<file path="config.mk">
export PLATFORM = sky130hd
export DESIGN_NAME = round_module_flat
export DESIGN_NICKNAME = d
export VERILOG_FILES = /design/src/rtl/round_module_if.sv /design/src/rtl/round_module.sv /design/src/flat_wrapper.sv
export SDC_FILE = /design/constraint.sdc
export NUM_CORES = 2
export LEC_CHECK = 0
export CELL_PAD_IN_SITES_DETAIL_PLACEMENT = 0
export CELL_PAD_IN_SITES_GLOBAL_PLACEMENT = 1
export CORE_MARGIN = 3
export CORE_UTILIZATION = 30
export DETAILED_ROUTE_END_ITERATION = 12
export PLACE_DENSITY = 0.56
export SLEW_MARGIN = 20
export SYNTH_ARGS = -nofsm -noshare
export SYNTH_HDL_FRONTEND = slang
export SYNTH_SLANG_ARGS = --single-unit
</file>
<file path="constraint.sdc">
create_clock -name CLK -period 3.4 [get_ports CLK]
set_clock_uncertainty 0.1 [all_clocks]
set_input_delay 0.34 -clock CLK [delete_from_list [all_inputs] [get_ports CLK]]
set_output_delay 0.34 -clock CLK [all_outputs]
set_load 0.02 [all_outputs]
</file>
<file path="src/rtl/round_module_if.sv">
// Round data/key bus: the source drives the qualified round inputs, the
// round engine returns the registered key, state and qualifier.
interface round_module_if;
  logic [127:0] Input;
  logic [127:0] Key;
  logic [3:0]   Round_count;
  logic         In_valid;
  logic [127:0] output_key;
  logic [127:0] Output;
  logic         Out_valid;

  modport master (
    output Input, Key, Round_count, In_valid,
    input  output_key, Output, Out_valid
  );

  modport slave (
    input  Input, Key, Round_count, In_valid,
    output output_key, Output, Out_valid
  );
endinterface

</file>
<file path="src/rtl/round_module.sv">
// Single AES-128 encryption round with on-the-fly key expansion; one-cycle
// latency, one round per cycle. Rounds 11..15 pass data and key through.
module round_module (
  input  logic          CLK,
  input  logic          RST_N,
  round_module_if.slave bus
);

  // Forward S-box, byte 0x00 in the top byte, one row of 16 entries per line.
  localparam logic [2047:0] SBOX_TBL = {
    128'h637c777bf26b6fc53001672bfed7ab76,
    128'hca82c97dfa5947f0add4a2af9ca472c0,
    128'hb7fd9326363ff7cc34a5e5f171d83115,
    128'h04c723c31896059a071280e2eb27b275,
    128'h09832c1a1b6e5aa0523bd6b329e32f84,
    128'h53d100ed20fcb15b6acbbe394a4c58cf,
    128'hd0efaafb434d338545f9027f503c9fa8,
    128'h51a3408f929d38f5bcb6da2110fff3d2,
    128'hcd0c13ec5f974417c4a77e3d645d1973,
    128'h60814fdc222a908846eeb814de5e0bdb,
    128'he0323a0a4906245cc2d3ac629195e479,
    128'he7c8376d8dd54ea96c56f4ea657aae08,
    128'hba78252e1ca6b4c6e8dd741f4bbd8b8a,
    128'h703eb5664803f60e613557b986c11d9e,
    128'he1f8981169d98e949b1e87e9ce5528df,
    128'h8ca1890dbfe6426841992d0fb054bb16
  };

  function automatic logic [7:0] sbox(input logic [7:0] b);
    return SBOX_TBL[{~b, 3'b000} +: 8];
  endfunction

  function automatic logic [7:0] xtime(input logic [7:0] b);
    return {b[6:0], 1'b0} ^ (b[7] ? 8'h1b : 8'h00);
  endfunction

  function automatic logic [31:0] mix_col(input logic [31:0] c);
    logic [7:0] a0, a1, a2, a3;
    {a0, a1, a2, a3} = c;
    return {xtime(a0) ^ xtime(a1) ^ a1 ^ a2 ^ a3,
            a0 ^ xtime(a1) ^ xtime(a2) ^ a2 ^ a3,
            a0 ^ a1 ^ xtime(a2) ^ xtime(a3) ^ a3,
            xtime(a0) ^ a0 ^ a1 ^ a2 ^ xtime(a3)};
  endfunction

  // Byte 4c+r sits at row r, column c; ShiftRows pulls from column c+r.
  function automatic logic [127:0] sub_shift(input logic [127:0] s);
    logic [127:0] o;
    o = '0;
    for (int unsigned c = 0; c < 4; c++) begin
      for (int unsigned r = 0; r < 4; r++) begin
        o[127 - 8*(4*c + r) -: 8] = sbox(s[127 - 8*(4*((c + r) % 4) + r) -: 8]);
      end
    end
    return o;
  endfunction

  function automatic logic [127:0] mix_columns(input logic [127:0] s);
    return {mix_col(s[127:96]), mix_col(s[95:64]), mix_col(s[63:32]), mix_col(s[31:0])};
  endfunction

  function automatic logic [7:0] rcon(input logic [3:0] r);
    case (r)
      4'd1:    return 8'h01;
      4'd2:    return 8'h02;
      4'd3:    return 8'h04;
      4'd4:    return 8'h08;
      4'd5:    return 8'h10;
      4'd6:    return 8'h20;
      4'd7:    return 8'h40;
      4'd8:    return 8'h80;
      4'd9:    return 8'h1b;
      4'd10:   return 8'h36;
      default: return 8'h00;
    endcase
  endfunction

  logic [127:0] key_d, key_q;
  logic [127:0] data_d, data_q;
  logic         valid_q;
  logic [31:0]  rot_w, t_w, n0, n1, n2, n3;
  logic [127:0] next_key, sr_state;

  always_comb begin
    rot_w    = {bus.Key[23:0], bus.Key[31:24]};
    t_w      = {sbox(rot_w[31:24]), sbox(rot_w[23:16]), sbox(rot_w[15:8]), sbox(rot_w[7:0])}
               ^ {rcon(bus.Round_count), 24'h0};
    n0       = bus.Key[127:96] ^ t_w;
    n1       = bus.Key[95:64]  ^ n0;
    n2       = bus.Key[63:32]  ^ n1;
    n3       = bus.Key[31:0]   ^ n2;
    next_key = {n0, n1, n2, n3};
    sr_state = sub_shift(bus.Input);

    key_d  = bus.Key;
    data_d = bus.Input;
    if (bus.Round_count == 4'd0) begin
      data_d = bus.Input ^ bus.Key;
    end else if (bus.Round_count <= 4'd9) begin
      key_d  = next_key;
      data_d = mix_columns(sr_state) ^ next_key;
    end else if (bus.Round_count == 4'd10) begin
      key_d  = next_key;
      data_d = sr_state ^ next_key;
    end
  end

  always_ff @(posedge CLK or negedge RST_N) begin
    if (!RST_N) begin
      key_q   <= '0;
      data_q  <= '0;
      valid_q <= 1'b0;
    end else begin
      valid_q <= bus.In_valid;
      if (bus.In_valid) begin
        key_q  <= key_d;
        data_q <= data_d;
      end
    end
  end

  assign bus.output_key = key_q;
  assign bus.Output     = data_q;
  assign bus.Out_valid  = valid_q;

endmodule

</file>
<file path="src/flat_wrapper.sv">
// flat-port wrapper written by rule: the top's interface ports become plain ports
module round_module_flat 
  (CLK, RST_N, bus_Input, bus_Key, bus_Round_count, bus_In_valid, bus_output_key, bus_Output, bus_Out_valid);
  round_module_if bus_i ();
  input  logic CLK;
  input  logic RST_N;
  input wire logic [$bits(bus_i.Input)-1:0] bus_Input;
  input wire logic [$bits(bus_i.Key)-1:0] bus_Key;
  input wire logic [$bits(bus_i.Round_count)-1:0] bus_Round_count;
  input wire logic [$bits(bus_i.In_valid)-1:0] bus_In_valid;
  output wire logic [$bits(bus_i.output_key)-1:0] bus_output_key;
  output wire logic [$bits(bus_i.Output)-1:0] bus_Output;
  output wire logic [$bits(bus_i.Out_valid)-1:0] bus_Out_valid;
  assign bus_i.Input = bus_Input;
  assign bus_i.Key = bus_Key;
  assign bus_i.Round_count = bus_Round_count;
  assign bus_i.In_valid = bus_In_valid;
  assign bus_output_key = bus_i.output_key;
  assign bus_Output = bus_i.Output;
  assign bus_Out_valid = bus_i.Out_valid;
  round_module u_core (.CLK(CLK), .RST_N(RST_N), .bus(bus_i));
endmodule
</file>
==> run summary <==
Ports: 520
Post-route DRC: 0
crit end category: register
final critical-path required period: 3630 ps
final wirelength: 703 mm
Post-synth EDFFs: 0
per-cell routed wire length: 33.3 um
Post-Synth Simple-Gate Area: 22.3%
first-pass GRT wire length: 976 mm
antenna violations before repair: 50
Clk pin slew, worst setup/hold paths: 70 ps
TritonRoute pass-1 iters: 10
Reg area: 0.00643 mm2
adder-cell share of the synthesized area: 4.07%
CTS buffer count: 37
pre-CTS setup slack: -1730 ps
pwr dens: 357 mW/mm2
sequential fraction of the synthesis area: 7.10%
Max Slew Vio Count: 0
net count after synthesis: 13,400
Detailed Route Iter0 Violations: 20,800
P_leak: 63.4 nW
Final #Nets: 17,600
Req. time, crit path: 3800 ps
synth warn: 0
failing checks: setup timing
largest family of logic cells by synthesized area: compound AO/OA/AOI/OAI gates
Worst Hold Class: input pin to register
die area: 0.309 mm2
WP data arrival: 4030 ps
I/O Buffers: 519
critical path launch point: bus_Key[8]
Die X: 556 um
RePlAce Congestion: 1.10
Final period util: 107%
crit-path cells: buf_12 > clkinvlp_4 > buf_4 > ha_4 > buf_6 > or3b_4 > o21ai_0 > mux4_2 > mux4_2 > mux2i_1 > buf_4 > xnor2_4 > buf_6 > xor2_4 > xnor2_2 > buf_4 > xor2_2 > a21oi_2 > a21oi_2
most common cell after layout, fill and taps aside: buf_4
total track usage: 42.9%
count of different cell masters after synthesis: 121
Mean Syn Cell Area: 7.08 um2
most frequent cells in the layout: buf_4, a21oi_1, nor2_1, nand2_1, o21ai_0
hold_ws: 46.5 ps
post-synthesis compound-gate area fraction: 33.5%
most used cell, CP: buf_4
WP buf/inv: 7
status: finished, violations left
Hold Violations, Final: 0
ys async rst share: 100%
r2r setup slk: 1910 ps
maxcap violations: 0
reg2reg start: u_core.bus.Output[41]$_DFFE_PN0P_
r2r endpoint: u_core.bus.Output[41]$_DFFE_PN0P_
Pwr Total: 53.7 mW
Fillers: 29,100
largest net degree at the start of global routing: 195
Worst-Margin Slew: 1350 ps
Worst-Skew Late Latency: 640 ps
reg2reg path depth: 3
Starting Density: 30.2%
vias in the first global route: 129,000
CTS Root Cell: clkbuf_16
Max FO, Critical Path: 8
share of post-route cells with drive strength above 1: 43.8%
CTS tree: yes
Area growth syn-to-layout: 66.0%
Final ANT Viol Nets: 0
Core ar.: 0.300 mm2
register bit total from synthesis: 257
Worst Hold Launch: bus_In_valid
Synth Flop Type: dfrtp_1
grt total ovfl: 0
VDD IR max: 0.347 mV
delay-heaviest family, CP: multiplexers
RSZ-0062 raised after global routing: yes
multiplexer share of the synthesized area: 13.2%
Setup violations, final: 45
slowest stage cell, crit path: mux4_2
vias per std cell: 6.38
CTS max path bufs: 3
slew margin rel.: 9.75%
area of the multi-input gates: 0.0863 mm2
Crit. path cell count: 19
final worst slack: -233 ps
vias: 135,000
post-synthesis xor/xnor area fraction: 11.6%
Critical Path End: u_core.bus.Output[51]$_DFFE_PN0P_
Std-Cell Rows: 201
Worst path max stage delay: 540 ps
Post-DP HPWL: 567 mm
clock sinks: 257
Setup Crit Path Kind: input pin to register
Max Clk Rate: 275 MHz
H-tree Lvls: 2
Die Y: 556 um
Gate Count Post-Synth: 12,800
Mapped Area: 0.0906 mm2
Startpoint Class: input pin
sequential cells by signal (all words and copies together) (netlist names):
name,count
u_core.bus.Output,128
u_core.bus.Out_valid,1
u_core.bus.output_key,128
power breakdown:
group          internal (mW)  switching, mW  leakage (nW)
sequential              4.02           2.36          2.94
combinational           20.2           22.6          59.8
clock                   2.56           1.87         0.623
layer usage:
metal	global-route usage, %	wire [um]	vias up
met5	0	200	-
met4	33.4	72000	26
met3	10.6	80500	2690
met2	64.1	292000	10400
met1	52.8	258000	65300
li1	-	-	56300
area by class of cell:
type                       count  share of cell area [%]
multi-input combinational  10800                    57.4
tap                         3958                    3.29
sequential                   257                    4.27
antenna                       25                  0.0416
inverter                     232                   0.765
timing repair buffer        5764                    33.4
clock buffer                  46                   0.665
clock inverter                20                   0.193
cell families after synthesis:
kind of cell / after synthesis
XOR/XNOR: 1069
adder cells (fa/ha/maj): 294
AND/OR/NAND/NOR: 4154
AO/OA/AOI/OAI: 4625
buffers and inverters: 1745
flip-flops: 257
multiplexers: 651
timing repair:
item	4_1_cts	5_1_grt
endpoints found under the setup margin	216	164
resized for setup	1051	908
setup buffers	228	184
hold buffers	1	0
cloned	1	3
hold endpoints to repair	54	0
pin swaps	273	405
Yosys cell counts, drive strengths merged (35+ instances only):
library cell	instances	share of area [%]
o31a	35	0.34
o22ai	91	0.63
buf	746	4.1
dfrtp	257	7.1
and3	76	0.52
mux4	420	10
or3	86	0.59
o21a	75	0.62
inv	207	0.86
a21o	87	0.72
mux2	77	0.97
xnor2	703	7.0
o31ai	172	1.4
a31oi	309	2.2
a21oi	1188	6.6
a211o	76	0.73
and2	134	0.93
xnor3	62	1.5
nand2b	360	2.5
nand3b	52	0.43
nor3	406	2.3
nor3b	49	0.41
a31o	40	0.39
or2	135	0.93
o2111ai	36	0.35
nor2b	339	2.3
clkbuf	767	3.2
a22oi	47	0.39
mux2i	154	1.8
o21ai	1064	5.9
nand3	378	2.1
a221oi	105	1.0
ha	292	4.0
o221ai	96	0.93
o311ai	162	1.6
nand2	955	4.0
a2111oi	44	0.43
a211oi	236	2.0
a311o	44	0.49
a311oi	141	1.4
nor2	1088	4.5
xor2	297	3.0
o211ai	234	1.9
how the worst min path moves through the flow:
stage                                                  to  depth (start not counted)
detailed placement  u_core.bus.output_key[90]$_DFFE_PN0P_                          1
CTS                 u_core.bus.output_key[46]$_DFFE_PN0P_                          2
finish               u_core.bus.output_key[6]$_DFFE_PN0P_                          2
global placement    u_core.bus.output_key[90]$_DFFE_PN0P_                          1
global route        u_core.bus.output_key[75]$_DFFE_PN0P_                          2
floorplan                  u_core.bus.Out_valid$_DFF_PN0_                          0
stage by stage:
step	TNS [ps]	area, um2	util [%]	std cells
final	-3190	150000	50.1	21100
after detailed placement	-258730	138000	45.8	20600
after global routing	-6820	150000	50.1	21100
after CTS	-1490	145000	48.3	20900
after global placement	-257890	138000	45.8	20600
after floorplan	-23820	94600	-	12800
No activity file was read; power rests on OpenSTA's default activity.
